File: config.mk
export PLATFORM = sky130hd
export DESIGN_NAME = ram_arbiter
export DESIGN_NICKNAME = d
export VERILOG_FILES = /design/src/rtl/ram_arb_pkg.sv /design/src/rtl/ram_arbiter_sp_ram.sv /design/src/rtl/ram_arbiter.sv
export SDC_FILE = /design/constraint.sdc
export NUM_CORES = 1
export LEC_CHECK = 0
export CORE_ASPECT_RATIO = 0.5
export CORE_UTILIZATION = 56
export DETAILED_ROUTE_END_ITERATION = 7
export DONT_BUFFER_PORTS = 1
export PLACE_DENSITY = 0.76
export SKIP_LAST_GASP = 1
export SLEW_MARGIN = 20
export SYNTH_ARGS = -nofsm -noshare
export SYNTH_HDL_FRONTEND = slang
export SYNTH_SLANG_ARGS = --single-unit
File: constraint.sdc
create_clock -name clk -period 2.1 [get_ports clk]
set_input_delay 0.42 -clock clk [delete_from_list [all_inputs] [get_ports clk]]
set_output_delay 0.42 -clock clk [all_outputs]
set_load 0.1 [all_outputs]
File: src/rtl/ram_arb_pkg.sv
// ram_arb_pkg
//   Shared definitions for the two-requester RAM arbiter: FSM state
//   encoding, requester count and the default memory geometry.
//   Optional build macro: RAM_ARB_RR_EN (selects round-robin arbitration
//   in ram_arbiter; fixed priority when undefined).
package ram_arb_pkg;

  localparam int NUM_REQ = 2;
  localparam int DEF_AW  = 3;
  localparam int DEF_DW  = 8;

  typedef enum logic [1:0] {
    IDLE = 2'd0,
    ACC  = 2'd1,
    RDW  = 2'd2
  } state_t;

endpackage

File: src/rtl/ram_arbiter_sp_ram.sv
// sp_ram
//   Single-port synchronous RAM, inferred as block RAM. One-cycle read
//   latency through a registered read port. Contents are not reset, so a
//   never-written word reads back as X in simulation.
//   Ports:
//     clk    clock
//     en     access enable (read or write)
//     we     1 = write, 0 = read
//     addr   word address (AW bits)
//     wdata  write data (DW bits)
//     rdata  registered read data, valid the cycle after a read access
module sp_ram #(
  parameter int AW = 3,
  parameter int DW = 8
) (
  input  logic          clk,
  input  logic          en,
  input  logic          we,
  input  logic [AW-1:0] addr,
  input  logic [DW-1:0] wdata,
  output logic [DW-1:0] rdata
);

  localparam int DEPTH = 1 << AW;

  logic [DW-1:0] mem [DEPTH];

  always_ff @(posedge clk) begin
    if (en) begin
      if (we) begin
        mem[addr] <= wdata;
      end else begin
        rdata <= mem[addr];
      end
    end
  end

endmodule

File: src/rtl/ram_arbiter.sv
// ram_arbiter
//   Arbitrates two requesters onto one single-port RAM (sp_ram).
//   FSM: IDLE picks a winner and captures its command, ACC performs the
//   memory access (grant pulse), RDW returns read data (rvalid pulse).
//   A write takes 2 cycles (ACC, IDLE), a read 3 cycles (ACC, RDW, IDLE).
//   Build macro RAM_ARB_RR_EN: defined -> round-robin on conflict (a
//   priority pointer alternates after every grant); undefined -> fixed
//   priority, requester 0 wins, no pointer register.
//   Ports:
//     clk, rst            clock, asynchronous active-high reset
//     req_i[1:0]          per-requester request
//     we_i[1:0]           per-requester write enable
//     addr0_i, addr1_i    per-requester address
//     wdata0_i, wdata1_i  per-requester write data
//     gnt_o[1:0]          one-hot grant pulse (cycle of the memory access)
//     rvalid_o[1:0]       one-hot read-data-valid pulse
//     rdata_o             read data, holds last value between reads
//     busy_o              high while the FSM is not IDLE
module ram_arbiter
  import ram_arb_pkg::*;
#(
  parameter int AW = DEF_AW,
  parameter int DW = DEF_DW
) (
  input  logic               clk,
  input  logic               rst,
  input  logic [NUM_REQ-1:0] req_i,
  input  logic [NUM_REQ-1:0] we_i,
  input  logic [AW-1:0]      addr0_i,
  input  logic [AW-1:0]      addr1_i,
  input  logic [DW-1:0]      wdata0_i,
  input  logic [DW-1:0]      wdata1_i,
  output logic [NUM_REQ-1:0] gnt_o,
  output logic [NUM_REQ-1:0] rvalid_o,
  output logic [DW-1:0]      rdata_o,
  output logic               busy_o
);

  state_t             state_reg;
  logic               win_reg;
  logic               win_next;
  logic               we_reg;
  logic [AW-1:0]      addr_reg;
  logic [DW-1:0]      wdata_reg;
  logic [NUM_REQ-1:0] gnt_reg;
  logic [NUM_REQ-1:0] rvalid_reg;
  logic               busy_reg;
  logic [DW-1:0]      rdata_hold_reg;
  logic [NUM_REQ-1:0] gnt_next;
  logic [NUM_REQ-1:0] rvalid_next;
  logic [DW-1:0]      ram_rdata;
  logic               ram_en;

  logic [AW-1:0]      addr_arr  [NUM_REQ];
  logic [DW-1:0]      wdata_arr [NUM_REQ];

  assign addr_arr[0]  = addr0_i;
  assign addr_arr[1]  = addr1_i;
  assign wdata_arr[0] = wdata0_i;
  assign wdata_arr[1] = wdata1_i;

  // One-hot decode of the winner for the grant and rvalid pulses.
  genvar gi;
  generate
    for (gi = 0; gi < NUM_REQ; gi++) begin : g_onehot
      assign gnt_next[gi]    = (win_next == 1'(gi));
      assign rvalid_next[gi] = (win_reg == 1'(gi));
    end
  endgenerate

`ifdef RAM_ARB_RR_EN
  // prio_reg names the requester that wins the next conflict; it flips to
  // the other requester on every grant.
  logic prio_reg;

  always_ff @(posedge clk or posedge rst) begin
    if (rst) begin
      prio_reg <= 1'b0;
    end else if (state_reg == ACC) begin
      prio_reg <= ~win_reg;
    end
  end

  always_comb begin
    win_next = ~req_i[0];
    if (req_i == 2'b11) begin
      win_next = prio_reg;
    end
  end
`else
  // Requester 0 wins whenever it asks; otherwise requester 1.
  always_comb begin
    win_next = ~req_i[0];
  end
`endif

  always_ff @(posedge clk or posedge rst) begin
    if (rst) begin
      state_reg      <= IDLE;
      win_reg        <= 1'b0;
      we_reg         <= 1'b0;
      addr_reg       <= '0;
      wdata_reg      <= '0;
      gnt_reg        <= '0;
      rvalid_reg     <= '0;
      busy_reg       <= 1'b0;
      rdata_hold_reg <= '0;
    end else begin
      gnt_reg    <= '0;
      rvalid_reg <= '0;
      case (state_reg)
        IDLE: begin
          if (|req_i) begin
            win_reg   <= win_next;
            we_reg    <= we_i[win_next];
            addr_reg  <= addr_arr[win_next];
            wdata_reg <= wdata_arr[win_next];
            gnt_reg   <= gnt_next;
            busy_reg  <= 1'b1;
            state_reg <= ACC;
          end else begin
            busy_reg  <= 1'b0;
          end
        end
        ACC: begin
          if (we_reg) begin
            busy_reg  <= 1'b0;
            state_reg <= IDLE;
          end else begin
            rvalid_reg <= rvalid_next;
            busy_reg   <= 1'b1;
            state_reg  <= RDW;
          end
        end
        RDW: begin
          // Keep the returned word so rdata_o holds it after the pulse.
          rdata_hold_reg <= ram_rdata;
          busy_reg       <= 1'b0;
          state_reg      <= IDLE;
        end
        default: begin
          busy_reg  <= 1'b0;
          state_reg <= IDLE;
        end
      endcase
    end
  end

  // The RAM is only touched in ACC, so a reset that forces IDLE before
  // the commit edge also cancels a pending write.
  assign ram_en = (state_reg == ACC);

  sp_ram #(
    .AW (AW),
    .DW (DW)
  ) u_sp_ram (
    .clk   (clk),
    .en    (ram_en),
    .we    (we_reg),
    .addr  (addr_reg),
    .wdata (wdata_reg),
    .rdata (ram_rdata)
  );

  assign gnt_o    = gnt_reg;
  assign rvalid_o = rvalid_reg;
  assign busy_o   = busy_reg;
  // RAM output is live during the rvalid cycle; the held copy otherwise.
  assign rdata_o  = (|rvalid_reg) ? ram_rdata : rdata_hold_reg;

endmodule
==> out/summary.md <==
* 2090 — vias after detailed routing
* 20.2 µm — routed wire length per instance
* 240 — Mapped Cells
* true — unrepaired setup endpoints after global routing
* 0.709 — sequential area share after synthesis
* 0.06 ns — Worst-path clk slew
* 0 — max-slew violation total from the final report
* 0 — number of synthesis warnings
* 0.670 — final core utilization
* reg -> out — category of the critical setup timing path
* 2.08 ns — min cycle time layout
* 122 µm — chip width
* 10.4 mm — global-route wire length before repair
* 0 — post-CTS resize count
* 16.8 µm² — Avg Synthesized Cell Area
* 0.633 — Max transition margin
* 0 — detailed-route DRC error count
* 0.591 — Initial Utilization
* 0 — final setup violation count
* 4580 µm² — Layout Cell Area excl Fill
* primary output — element type at the critical path end
* 100 — clock sink count
* 7.64 mW — Total Power Consumption
* 0.201 — overall routing resource usage
* 0.275 ns — worst setup slack before clock tree synthesis
* 0.663 mV — Max IR drop VDD
* sky130_fd_sc_hd__edfxtp_1 (72), sky130_fd_sc_hd__dfrtp_1 (28), sky130_fd_sc_hd__nor2_1 (24), sky130_fd_sc_hd__mux2_2 (22) — Post-synth top cells
* 7.24 mm — Post-Route WL
* in -> async — class of the tightest hold or removal check
* 1.66 ns — CP arrival
* 0 — total setup buffers inserted after CTS
* 0 — Max-Cap Viols
* addr_reg[0]$_DFFE_PP0P_ — R2R Path Start
* 0.748 — routability congestion estimate
* 0.00833 ns — Worst Clk Skew
* 0 — initial antenna violation count
* 1090 µm² — area of the multi-input gates
* 481 MHz — FMAX
* 0.0207 ns — smallest setup slack after layout
* sky130_fd_sc_hd__edfxtp_1 — count leader, synth
* 166 — DR iter-0 viols
* sky130_fd_sc_hd__edfxtp_1 — post-synth top area cell
* 8 — top fanout value on the critical path
* 268 — total nets after synthesis
* sky130_fd_sc_hd__edfxtp_1 — top flip-flop cell by instance count after synthesis
* 0.33 ns — clock network latency to the later pin of the worst-skew pair
* 0.550 ns — transition at the pin with the smallest max-transition slack
* 0 — Detail Route Antenna Nets
* 0 — IO buf count
* 0.990 — portion of the clock cycle consumed by the worst path in the final layout
* 2870 µm² — register cell area after layout
* 7580 µm² — die footprint
* 4.76 mm — HPWL Detailed
* 0.535 — area fraction of the dominant cell type after synthesis
* 1670 nW/µm² — pwr dens
* 0.255 — layout cells sized above 1
* 72 — Post-synth EDFFs
* 6830 µm² — Placeable Area
* u_sp_ram.rdata[6]$_DFFE_PN_ — endpoint of the lowest-slack register-to-register path
* 0.24 ns — slack of the worst reg-to-reg path
* 4270 µm² — cell area after placement
* 13.3% — synthesis-to-layout area growth
* sky130_fd_sc_hd__clkbuf_16 — CTS Root Cell
* flop — kind of launch point of the worst setup path
* 0 — final hold viol count
* 4040 µm² — Synth Cell Area
* 100 — FF+latch count, synth
* 2 — clock buffer depth
* 5.82 — drt via density
* u_sp_ram.mem — register name with the most flops
* 0 ns — final total negative setup slack
* 36 — count of unique library cells instantiated by Yosys
* 4 — number of optimization iterations in the first detailed-route pass
* 0 — # diodes
* 290 — number of nets in the final layout
* finished clean — result of the run
* sky130_fd_sc_hd__edfxtp_1 (54%), sky130_fd_sc_hd__dfrtp_1 (17%), sky130_fd_sc_hd__mux2_2 (6.1%) — cells taking the most area after synthesis
* 0 — remaining global-route overflow
* 29 — largest net degree at the start of global routing
* 62.1 µm — Die Y
* 1.71 nW — leakage power total
* 41 — I/O pin count
* 1.68 ns — required time reported for the critical path endpoint
* 2 — worst reg2reg path depth
* yes — CTS tree
* 3 — CTS HTree Levels
* 9 — total CTS buffers
* 64 — max FFs per register
* 0.280 — async set-or-reset flop fraction in the synthesized netlist
* 433 — number of fill cells in the layout
* 1946 — via count of the first global-routing pass
* 21 — Cell Rows
[cell type report]
| class | instances | share of cell area |
|---|---|---|
| tap | 92 | 0.0251 |
| multi-input combinational | 124 | 0.237 |
| inverter | 1 | 0.000820 |
| clock buffer | 13 | 0.0593 |
| timing repair buffer | 26 | 0.0426 |
| sequential | 100 | 0.626 |
| clock inverter | 3 | 0.00902 |
[worst max-delay path, cell delays in order (launching register included)]
cell	delay, ns
sky130_fd_sc_hd__dfrtp_2	0.41
sky130_fd_sc_hd__nor2_2	0.32
sky130_fd_sc_hd__mux2_2	0.61
[stage by stage]
stage          hold WS [ns]  std cells
2_1_floorplan         0.413        240
3_3_place_gp          0.392        343
3_5_place_dp          0.404        343
4_1_cts              0.0533        359
5_1_grt              0.0715        359
6_report             0.0479        359
[report_power, final]
group | internal (mW) | switching [mW] | leakage [nW]
Clock | 1.03 | 0.636 | 0.155
Combinational | 0.875 | 1.88 | 0.585
Sequential | 2.81 | 0.412 | 0.974
Total | 4.71 | 2.93 | 1.71
[how the worst max path moves through the flow]
stage	cells past startpoint	from	slack, ns	endpoint
2_1_floorplan	2	rvalid_o[1]$_DFF_PP0_	0.14	rdata_o[0]
3_3_place_gp	2	addr_reg[0]$_DFFE_PP0P_	0.32	u_sp_ram.rdata[6]$_DFFE_PN_
3_5_place_dp	2	addr_reg[0]$_DFFE_PP0P_	0.28	u_sp_ram.rdata[3]$_DFFE_PN_
4_1_cts	2	rvalid_o[1]$_DFF_PP0_	-0.01	rdata_o[3]
5_1_grt	2	rvalid_o[1]$_DFF_PP0_	-0.06	rdata_o[7]
6_report	2	rvalid_o[1]$_DFF_PP0_	0.02	rdata_o[4]
[cells by family (layout without fill, tap and decap cells)]
| group | Yosys count | in the layout | synth area share |
|---|---|---|---|
| AOI/OAI and AO/OA | 25 | 25 | 0.0353 |
| buffers and inverters | 16 | 43 | 0.0232 |
| DFF | 100 | 100 | 0.709 |
| muxes | 50 | 50 | 0.172 |
| and+or+nand+nor | 49 | 49 | 0.0613 |
[placed cells by master (no fill, tap or decap), types with 2 or more instances in the layout]
master / count
sky130_fd_sc_hd__edfxtp_1: 72
sky130_fd_sc_hd__mux2_2: 22
sky130_fd_sc_hd__a21oi_1: 16
sky130_fd_sc_hd__nor2_1: 23
sky130_fd_sc_hd__nand3b_1: 2
sky130_fd_sc_hd__clkbuf_16: 10
sky130_fd_sc_hd__clkbuf_1: 2
sky130_fd_sc_hd__nand2b_1: 3
sky130_fd_sc_hd__o21ai_0: 3
sky130_fd_sc_hd__nor3_1: 2
sky130_fd_sc_hd__mux4_1: 9
sky130_fd_sc_hd__nand2_1: 4
sky130_fd_sc_hd__dfrtp_1: 26
sky130_fd_sc_hd__and2_1: 2
sky130_fd_sc_hd__buf_4: 26
sky130_fd_sc_hd__nand3_1: 2
sky130_fd_sc_hd__nor3b_1: 3
sky130_fd_sc_hd__mux2i_1: 16
sky130_fd_sc_hd__dfrtp_2: 2
[per-layer routing]
layer | vias up | track usage | part of all wire
li1 | 964 | - | -
met1 | 1049 | 0.263 | 0.44
met2 | 68 | 0.333 | 0.49
met3 | 9 | 0.0474 | 0.054
met4 | 0 | 0.0906 | 0.010
met5 | - | 0 | 0
[repair_timing]
action,4_1_cts,5_1_grt
setup endpoints to repair,8,8
pin swaps,0,0
endpoints found under the hold margin,0,0
hold buffers,0,0
No activity file was read; power rests on OpenSTA's default activity.
